File: src/rtl/gvt_collector_pkg.sv
// Shared chronos types for virtual-time handling: VT layout, epoch tag,
// idle-tile sentinel and the GVT collector's round states.
package chronos;

  localparam int unsigned DEFAULT_N_TILES        = 14;
  localparam int unsigned DEFAULT_TS_WIDTH       = 32;
  localparam int unsigned DEFAULT_TB_WIDTH       = 32;
  localparam int unsigned DEFAULT_EPOCH_WIDTH    = 8;
  localparam int unsigned DEFAULT_LOG_GVT_PERIOD = 5;

  localparam int unsigned VT_WIDTH = DEFAULT_TS_WIDTH + DEFAULT_TB_WIDTH;

  typedef logic [DEFAULT_TS_WIDTH-1:0]    ts_t;
  typedef logic [DEFAULT_TB_WIDTH-1:0]    tb_t;
  typedef logic [DEFAULT_EPOCH_WIDTH-1:0] epoch_t;

  typedef struct packed {
    ts_t ts;
    tb_t tb;
  } vt_t;

  // An idle tile reports the largest representable VT.
  localparam vt_t VT_INFINITY = '1;

  typedef enum logic [2:0] {
    IDLE,
    REQ,
    COLLECT,
    REDUCE,
    PUBLISH
  } gvt_state_e;

endpackage

File: src/rtl/gvt_collector_min_tree.sv
// Pipelined N-input unsigned minimum: one register stage per tree level,
// unused leaves padded with the all-ones (infinity) VT.
module vt_min_tree #(
  parameter int unsigned N = 2,
  parameter int unsigned W = 64
) (
  input  logic           clk,
  input  logic           rstn,
  input  logic [N*W-1:0] in_vts,
  output logic [W-1:0]   min_vt
);

  localparam int unsigned L      = (N <= 1) ? 0 : $clog2(N);
  localparam int unsigned LEAVES = 1 << L;

  if (L == 0) begin : g_pass
    always_comb min_vt = in_vts[W-1:0];
  end else begin : g_tree
    logic [LEAVES*W-1:0] padded;
    logic [W-1:0]        node [1:LEAVES-1];
    logic [W-1:0]        heap [1:2*LEAVES-1];

    always_comb begin
      padded            = '1;
      padded[N*W-1:0]   = in_vts;
    end

    // Heap layout: index k has children 2k and 2k+1; leaves sit at LEAVES..2*LEAVES-1.
    always_comb begin
      for (int unsigned k = 1; k < LEAVES; k++)
        heap[k] = node[k];
      for (int unsigned k = LEAVES; k < 2*LEAVES; k++)
        heap[k] = padded[(k-LEAVES)*W +: W];
    end

    always_ff @(posedge clk or negedge rstn) begin
      if (!rstn) begin
        for (int unsigned k = 1; k < LEAVES; k++)
          node[k] <= '1;
      end else begin
        for (int unsigned k = 1; k < LEAVES; k++)
          node[k] <= (heap[2*k+1] < heap[2*k]) ? heap[2*k+1] : heap[2*k];
      end
    end

    always_comb min_vt = heap[1];
  end

endmodule

File: src/rtl/gvt_collector.sv
// Global-virtual-time collector: polls every tile for its local minimum VT
// once per period, reduces the tagged replies and publishes a monotonic GVT.
module gvt_collector
  import chronos::*;
#(
  parameter int unsigned N_TILES        = DEFAULT_N_TILES,
  parameter int unsigned TS_WIDTH       = DEFAULT_TS_WIDTH,
  parameter int unsigned TB_WIDTH       = DEFAULT_TB_WIDTH,
  parameter int unsigned EPOCH_WIDTH    = DEFAULT_EPOCH_WIDTH,
  parameter int unsigned LOG_GVT_PERIOD = DEFAULT_LOG_GVT_PERIOD
) (
  input  logic                                     clk,
  input  logic                                     rstn,
  input  logic                                     gvt_enable,
  output logic                                     lvt_req,
  output logic [EPOCH_WIDTH-1:0]                   lvt_req_epoch,
  input  logic [N_TILES-1:0]                       lvt_valid,
  input  logic [N_TILES*EPOCH_WIDTH-1:0]           lvt_epoch,
  input  logic [N_TILES*(TS_WIDTH+TB_WIDTH)-1:0]   lvt,
  output logic                                     gvt_valid,
  output logic [TS_WIDTH+TB_WIDTH-1:0]             gvt,
  output logic                                     gvt_regress
);

  localparam int unsigned VTW = TS_WIDTH + TB_WIDTH;
  localparam int unsigned L   = (N_TILES <= 1) ? 0 : $clog2(N_TILES);
  localparam int unsigned RCW = (L > 1) ? $clog2(L) : 1;

  gvt_state_e                  state;
  logic [LOG_GVT_PERIOD-1:0]   period_cnt;
  logic                        period_end;
  logic                        pending;
  logic [EPOCH_WIDTH-1:0]      epoch;
  logic [N_TILES-1:0]          received;
  logic [N_TILES-1:0]          accept;
  logic [N_TILES*VTW-1:0]      captured;
  logic [RCW-1:0]              red_cnt;
  logic [VTW-1:0]              min_vt;

  always_comb period_end    = (period_cnt == '1);
  always_comb lvt_req_epoch = epoch;

  always_comb begin
    accept = '0;
    for (int unsigned i = 0; i < N_TILES; i++)
      accept[i] = (state == COLLECT) && lvt_valid[i] && !received[i] &&
                  (lvt_epoch[i*EPOCH_WIDTH +: EPOCH_WIDTH] == epoch);
  end

  always_ff @(posedge clk or negedge rstn) begin
    if (!rstn) period_cnt <= '0;
    else       period_cnt <= period_cnt + 1'b1;
  end

  always_ff @(posedge clk or negedge rstn) begin
    if (!rstn) begin
      captured <= '0;
    end else begin
      for (int unsigned i = 0; i < N_TILES; i++)
        if (accept[i]) captured[i*VTW +: VTW] <= lvt[i*VTW +: VTW];
    end
  end

  vt_min_tree #(
    .N (N_TILES),
    .W (VTW)
  ) u_min_tree (
    .clk    (clk),
    .rstn   (rstn),
    .in_vts (captured),
    .min_vt (min_vt)
  );

  // gvt_valid/gvt are registered on the edge leaving PUBLISH, so the pulse
  // lands L+2 cycles after the last accepted reply for every tree depth.
  always_ff @(posedge clk or negedge rstn) begin
    if (!rstn) begin
      state       <= IDLE;
      pending     <= 1'b0;
      epoch       <= '0;
      received    <= '0;
      red_cnt     <= '0;
      lvt_req     <= 1'b0;
      gvt_valid   <= 1'b0;
      gvt         <= '0;
      gvt_regress <= 1'b0;
    end else begin
      lvt_req   <= 1'b0;
      gvt_valid <= 1'b0;
      if (state != IDLE && period_end && gvt_enable) pending <= 1'b1;

      case (state)
        IDLE: begin
          if (!gvt_enable) begin
            pending <= 1'b0;
          end else if (pending || period_end) begin
            state   <= REQ;
            lvt_req <= 1'b1;
            pending <= 1'b0;
          end
        end
        REQ: begin
          received <= '0;
          state    <= COLLECT;
        end
        COLLECT: begin
          received <= received | accept;
          if (&received) begin
            red_cnt <= '0;
            state   <= (L == 0) ? PUBLISH : REDUCE;
          end
        end
        REDUCE: begin
          if (red_cnt == RCW'(L - 1)) state <= PUBLISH;
          else                        red_cnt <= red_cnt + 1'b1;
        end
        PUBLISH: begin
          gvt_valid <= 1'b1;
          epoch     <= epoch + 1'b1;
          state     <= IDLE;
          if (min_vt >= gvt) gvt <= min_vt;
          else               gvt_regress <= 1'b1;
        end
        default: state <= IDLE;
      endcase
    end
  end

endmodule

File: config.mk
export PLATFORM = sky130hd
export DESIGN_NAME = gvt_collector
export DESIGN_NICKNAME = d
export VERILOG_FILES = /design/src/rtl/gvt_collector_pkg.sv /design/src/rtl/gvt_collector_min_tree.sv /design/src/rtl/gvt_collector.sv
export SDC_FILE = /design/constraint.sdc
export NUM_CORES = 2
export LEC_CHECK = 0
export CAP_MARGIN = 20
export CORE_AREA = 2 2 433 435
export DETAILED_ROUTE_END_ITERATION = 7
export DIE_AREA = 0 0 435 437
export PLACE_DENSITY = 0.79
export SETUP_SLACK_MARGIN = 0.15
export SYNTH_ARGS = -nofsm -noshare
export SYNTH_HDL_FRONTEND = slang
export SYNTH_SLANG_ARGS = --single-unit
export TNS_END_PERCENT = 1
File: constraint.sdc
create_clock -name clk -period 3.19 [get_ports clk]
set_input_delay 0.7975 -clock clk [delete_from_list [all_inputs] [get_ports clk]]
set_output_delay 0.7975 -clock clk [all_outputs]
set_load 0.05 [all_outputs]
==> results.txt <==
Clock skew on the completed layout was measured at 0.07706 ns. The fmax came out at 314.7 MHz. The total power consumption of the routed design came out at 0.07200 W. The number of hold violations in the final report is 0. The number of warnings printed during yosys synthesis came out at 0. The first global-routing pass estimated 498100 microns of wire. The largest individual stage delay along the critical path comes from the cell sky130_fd_sc_hd__dfstp_2. TritonCTS built the clock tree. The net switching share of the total power came out at 0.3032. The transition at the pin with the smallest max-transition slack came out at 0.9883 ns. CTS placed an instance of sky130_fd_sc_hd__clkbuf_16 at the clock tree root. The setup-violating endpoint count in the final report is 0. The most critical setup path has its startpoint at u_min_tree.g_tree.heap[1758]. The placed wire-length estimate came out at 276800 microns. The path class of the tightest hold or removal check is register to register. The clock reaches the later pin of the worst-skew pair after 0.89 ns. The post-layout instance area came out at 121200 sq um. The residual DRC count is 0. The synthesized netlist contains 77 unique library cells. The signal arrival time at the worst endpoint came out at 3.92 ns. The setup TNS after final layout is 0 ns. The die is 437 microns tall. The number of ports placed on the die boundary is 1100. Compared with the post-synthesis result, the final layout area differs by 26.87%. The area of the core came out at 185000 sq um.

The number of global-route vias before repair came out at 73.79k. The worst-case IR drop observed on VDD is 0.0009341 V. In this run the critical register-to-register path is launched from u_min_tree.g_tree.heap[1758]. The clock passes through at most 3 buffers. The share of the yosys chip area belonging to registers is 0.5073. The register clock-pin slew on the reported worst setup and hold paths came out at 0.06 ns. The depth of the worst register-to-register path came out at 12. The placement row count is 158. Grouping stages by cell kind, the critical path spends the most delay in compound AO/OA/AOI/OAI gates. The number of DRC markers after the initial detailed-route iteration came out at 6320. The destination of the critical timing path is u_min_tree.g_tree.heap[1902]. The sum of routed wire length over all layers came out at 350500 microns. In this run the power density over the cells is 594.0 nW/um^2.

The largest net degree at the start of global routing is 106. The area enclosed by the die boundary came out at 190100 sq um. The worst setup path is captured at a register.

The flow ran to the end, and the final reports show no timing, DRC or antenna violations. The number of antenna-violating nets in the routed design is 0. Of the post-synthesis cell area, the dominant cell type holds 0.2609.

The synthesized design contains 1892 register bits. The overall overflow remaining after global route came out at 0. After the last flow step, the layout net total stands at 11.43k. In the final layout, the share of cells above drive strength 1 is 0.3173. Buffers placed on the I/O ports in this run total 1099. The horizontal die dimension is 435 microns. The tool flagged a number of max-cap violations equal to 0. Leaving out fill and tap cells, the most frequent cell in the layout is sky130_fd_sc_hd__clkdlybuf4s50_1. The placed standard-cell area came out at 111800 sq um. When the netlist entered floorplanning its net count stood at 10.11k. The worst slew slack as a fraction of its limit is 0.3396. For this configuration, the core starts out at a cell density of 0.5163. The proportion of power drawn by the clock network came out at 0.341.

The max-slew violation total from the final report is 0. The final hold slack came out at 0.3223 ns. The number of levels the H-tree was split into is 4. The clock period minus worst slack is 3.177 ns. The total routing resource utilization after global routing came out at 0.3602.

The share of synthesized flip-flops with an asynchronous set or reset is 1.000. Dividing the synthesized area by the synthesized cell count gives 11.66 sq um. Setup slack on the worst reg-to-reg path comes out at 0.01 ns.

The most prevalent standard cell on the critical path is sky130_fd_sc_hd__nor3_4. The initial antenna violation count was 60. The critical path crosses 12 cells after its start point. The final weighted congestion in routability-driven placement is 0.9889.

The required time of the critical path is 3.94 ns. The library cells used most frequently in the layout, excluding fill and tap cells, are sky130_fd_sc_hd__clkdlybuf4s50_1 (1068), sky130_fd_sc_hd__dfrtp_1 (985), sky130_fd_sc_hd__mux2_2 (939). Of all cell types, the one taking the most synthesized area is sky130_fd_sc_hd__dfrtp_1. The cell count after synthesis came out at 8195. The footprint of the multi-input gates came out at 44070 sq um. The type of the worst setup path is register to register.

The total internal power is 0.05017 W. The net switching power is 0.02183 W. The number of enable flip-flop cells after synthesis is 0. For this run, the leading register cell type out of synthesis is sky130_fd_sc_hd__dfrtp_1. The average wire length per cell after detail routing came out at 28.67 microns. Setup repair after global routing could not meet its margin everywhere. The count of fill cells added during filler insertion came out at 13.55k. The delay of the slowest cell on the worst path is 0.56 ns. The critical path goes through inv_2, ha_4, nand4_1, buf_4, nor3_4, a221o_1, o31a_1, a2111oi_4, nor3_4, buf_12, buf_16, mux2_4.

Summing every instance area after synthesis gives 95540 sq um. Ranked by total cell area, the synthesized netlist is headed by sky130_fd_sc_hd__dfrtp_1 (26%), sky130_fd_sc_hd__dfstp_2 (25%), sky130_fd_sc_hd__mux2_2 (13%). The total CTS buffers came out at 198. The proportion of power drawn by flip-flops and latches came out at 0.398. The count of non-filler cells in the finished layout came out at 12.22k. The worst register-to-register path ends at u_min_tree.g_tree.heap[1902].

The via density per instance is 5.830. The fraction of power consumed by combinational cells is 0.261. Dividing the final minimum period by the clock period gives 0.9960. The sequential cell area came out at 48480 sq um. The standby leakage power is 55.65 nW. The total iterations of the first detailed-routing run is 8. The largest fanout on the critical path is 20. Counting both buffers and inverters, the worst setup path holds a total of 4. The routed layout has 71.27k vias.

The TritonCTS sink count came out at 1892. The worst setup path is launched from a register. The post-placement cell count came out at 11.77k.
worst min-delay path by stage:
stage                                      start                            to  slack [ns]  cells after the start
floorplan           u_min_tree.g_tree.heap[1088]  u_min_tree.g_tree.heap[1536]        0.35                      0
global placement    u_min_tree.g_tree.heap[1120]  u_min_tree.g_tree.heap[1568]        0.35                      0
detailed placement  u_min_tree.g_tree.heap[1092]  u_min_tree.g_tree.heap[1540]        0.35                      0
CTS                 u_min_tree.g_tree.heap[1118]  u_min_tree.g_tree.heap[1566]        0.31                      0
global route        u_min_tree.g_tree.heap[1118]  u_min_tree.g_tree.heap[1566]        0.31                      0
finish              u_min_tree.g_tree.heap[1118]  u_min_tree.g_tree.heap[1566]        0.32                      0
per-layer routing:
layer	vias to the layer above	track usage	routed length (microns)
met4	2	0.2874	32540
met1	35885	0.4415	133000
li1	31176	-	-
met3	932	0.06556	24480
met2	3271	0.5613	160500
met5	-	0	13
final cells by class:
| type | instances | area share |
|---|---|---|
| inverter | 905 | 0.02802 |
| tap | 2480 | 0.02560 |
| clock inverter | 90 | 0.009228 |
| clock buffer | 288 | 0.04876 |
| antenna | 50 | 0.001032 |
| timing repair buffer | 1427 | 0.1238 |
| sequential | 1892 | 0.4000 |
| multi-input combinational | 5092 | 0.3635 |
synth_stat cells, types with 5 or more instances:
cell	count
sky130_fd_sc_hd__mux2_1	5
sky130_fd_sc_hd__and4_1	27
sky130_fd_sc_hd__o211ai_1	88
sky130_fd_sc_hd__a2111oi_0	11
sky130_fd_sc_hd__nand3b_1	16
sky130_fd_sc_hd__ha_1	887
sky130_fd_sc_hd__xnor2_1	119
sky130_fd_sc_hd__a31oi_1	7
sky130_fd_sc_hd__nand2_1	774
sky130_fd_sc_hd__buf_8	6
sky130_fd_sc_hd__a221o_1	8
sky130_fd_sc_hd__o2111ai_1	6
sky130_fd_sc_hd__o21ai_0	587
sky130_fd_sc_hd__nand4_1	150
sky130_fd_sc_hd__nor2_1	115
sky130_fd_sc_hd__nor4_1	25
sky130_fd_sc_hd__a41oi_1	7
sky130_fd_sc_hd__nand2b_1	15
sky130_fd_sc_hd__mux2_2	1072
sky130_fd_sc_hd__clkbuf_1	152
sky130_fd_sc_hd__a21boi_0	5
sky130_fd_sc_hd__o21a_1	22
sky130_fd_sc_hd__a21o_1	107
sky130_fd_sc_hd__buf_6	30
sky130_fd_sc_hd__a21oi_1	267
sky130_fd_sc_hd__inv_1	905
sky130_fd_sc_hd__nand3_1	256
sky130_fd_sc_hd__and3_1	75
sky130_fd_sc_hd__nor3b_1	5
sky130_fd_sc_hd__dfstp_2	896
sky130_fd_sc_hd__o22ai_1	9
sky130_fd_sc_hd__buf_2	99
sky130_fd_sc_hd__a22oi_1	7
sky130_fd_sc_hd__buf_1	19
sky130_fd_sc_hd__or3_1	5
sky130_fd_sc_hd__mux2_4	210
sky130_fd_sc_hd__a221oi_1	31
sky130_fd_sc_hd__o31ai_1	5
sky130_fd_sc_hd__dfrtp_1	996
sky130_fd_sc_hd__nor3_1	56
sky130_fd_sc_hd__a211oi_1	44
sky130_fd_sc_hd__nor2b_1	7
per-stage QoR:
stage	utilization	setup slack [ns]
after global placement	0.6041	-0.3851
after global routing	0.6548	-0.03552
after floorplan	-	0.1667
after CTS	0.6458	0.04168
after detailed placement	0.6041	-0.4125
final	0.6551	0.01262
sequential cells by signal, indices dropped and copies added (netlist names):
name and count:
captured 896, u_min_tree.g_tree.heap 832, gvt 64, u_min_tree.min_vt 64, received 14, lvt_req_epoch 8
period_cnt 5, state 3, red_cnt 2, gvt_regress 1, gvt_valid 1, lvt_req 1
pending 1
timing repair:
action,CTS,global route
gates cloned,2,4
hold endpoints to repair,16,0
endpoints found under the setup margin,446,718
setup buffers,11,5
resized for setup,132,272
hold buffers,1,0
pin swaps,37,83
power groups by stage:
stage / Sequential, W / Combinational [W] / Clock (W)
after floorplan: 0.0279 / 0.00989 / 0
after global placement: 0.0288 / 0.0153 / 0
after detailed placement: 0.0289 / 0.0157 / 0
after CTS: 0.0285 / 0.0169 / 0.0248
after global routing: 0.0288 / 0.0199 / 0.0258
final: 0.0287 / 0.0188 / 0.0246
cell families after synthesis:
| family | synth area share |
|---|---|
| flip-flops | 0.5073 |
| AND/OR/NAND/NOR | 0.07545 |
| multiplexers | 0.1599 |
| AO/OA/AOI/OAI | 0.07812 |
| buffers and inverters | 0.05194 |
| adder cells (fa/ha/maj) | 0.1162 |
| XOR/XNOR | 0.01109 |
(Power assumes the default switching activity.)
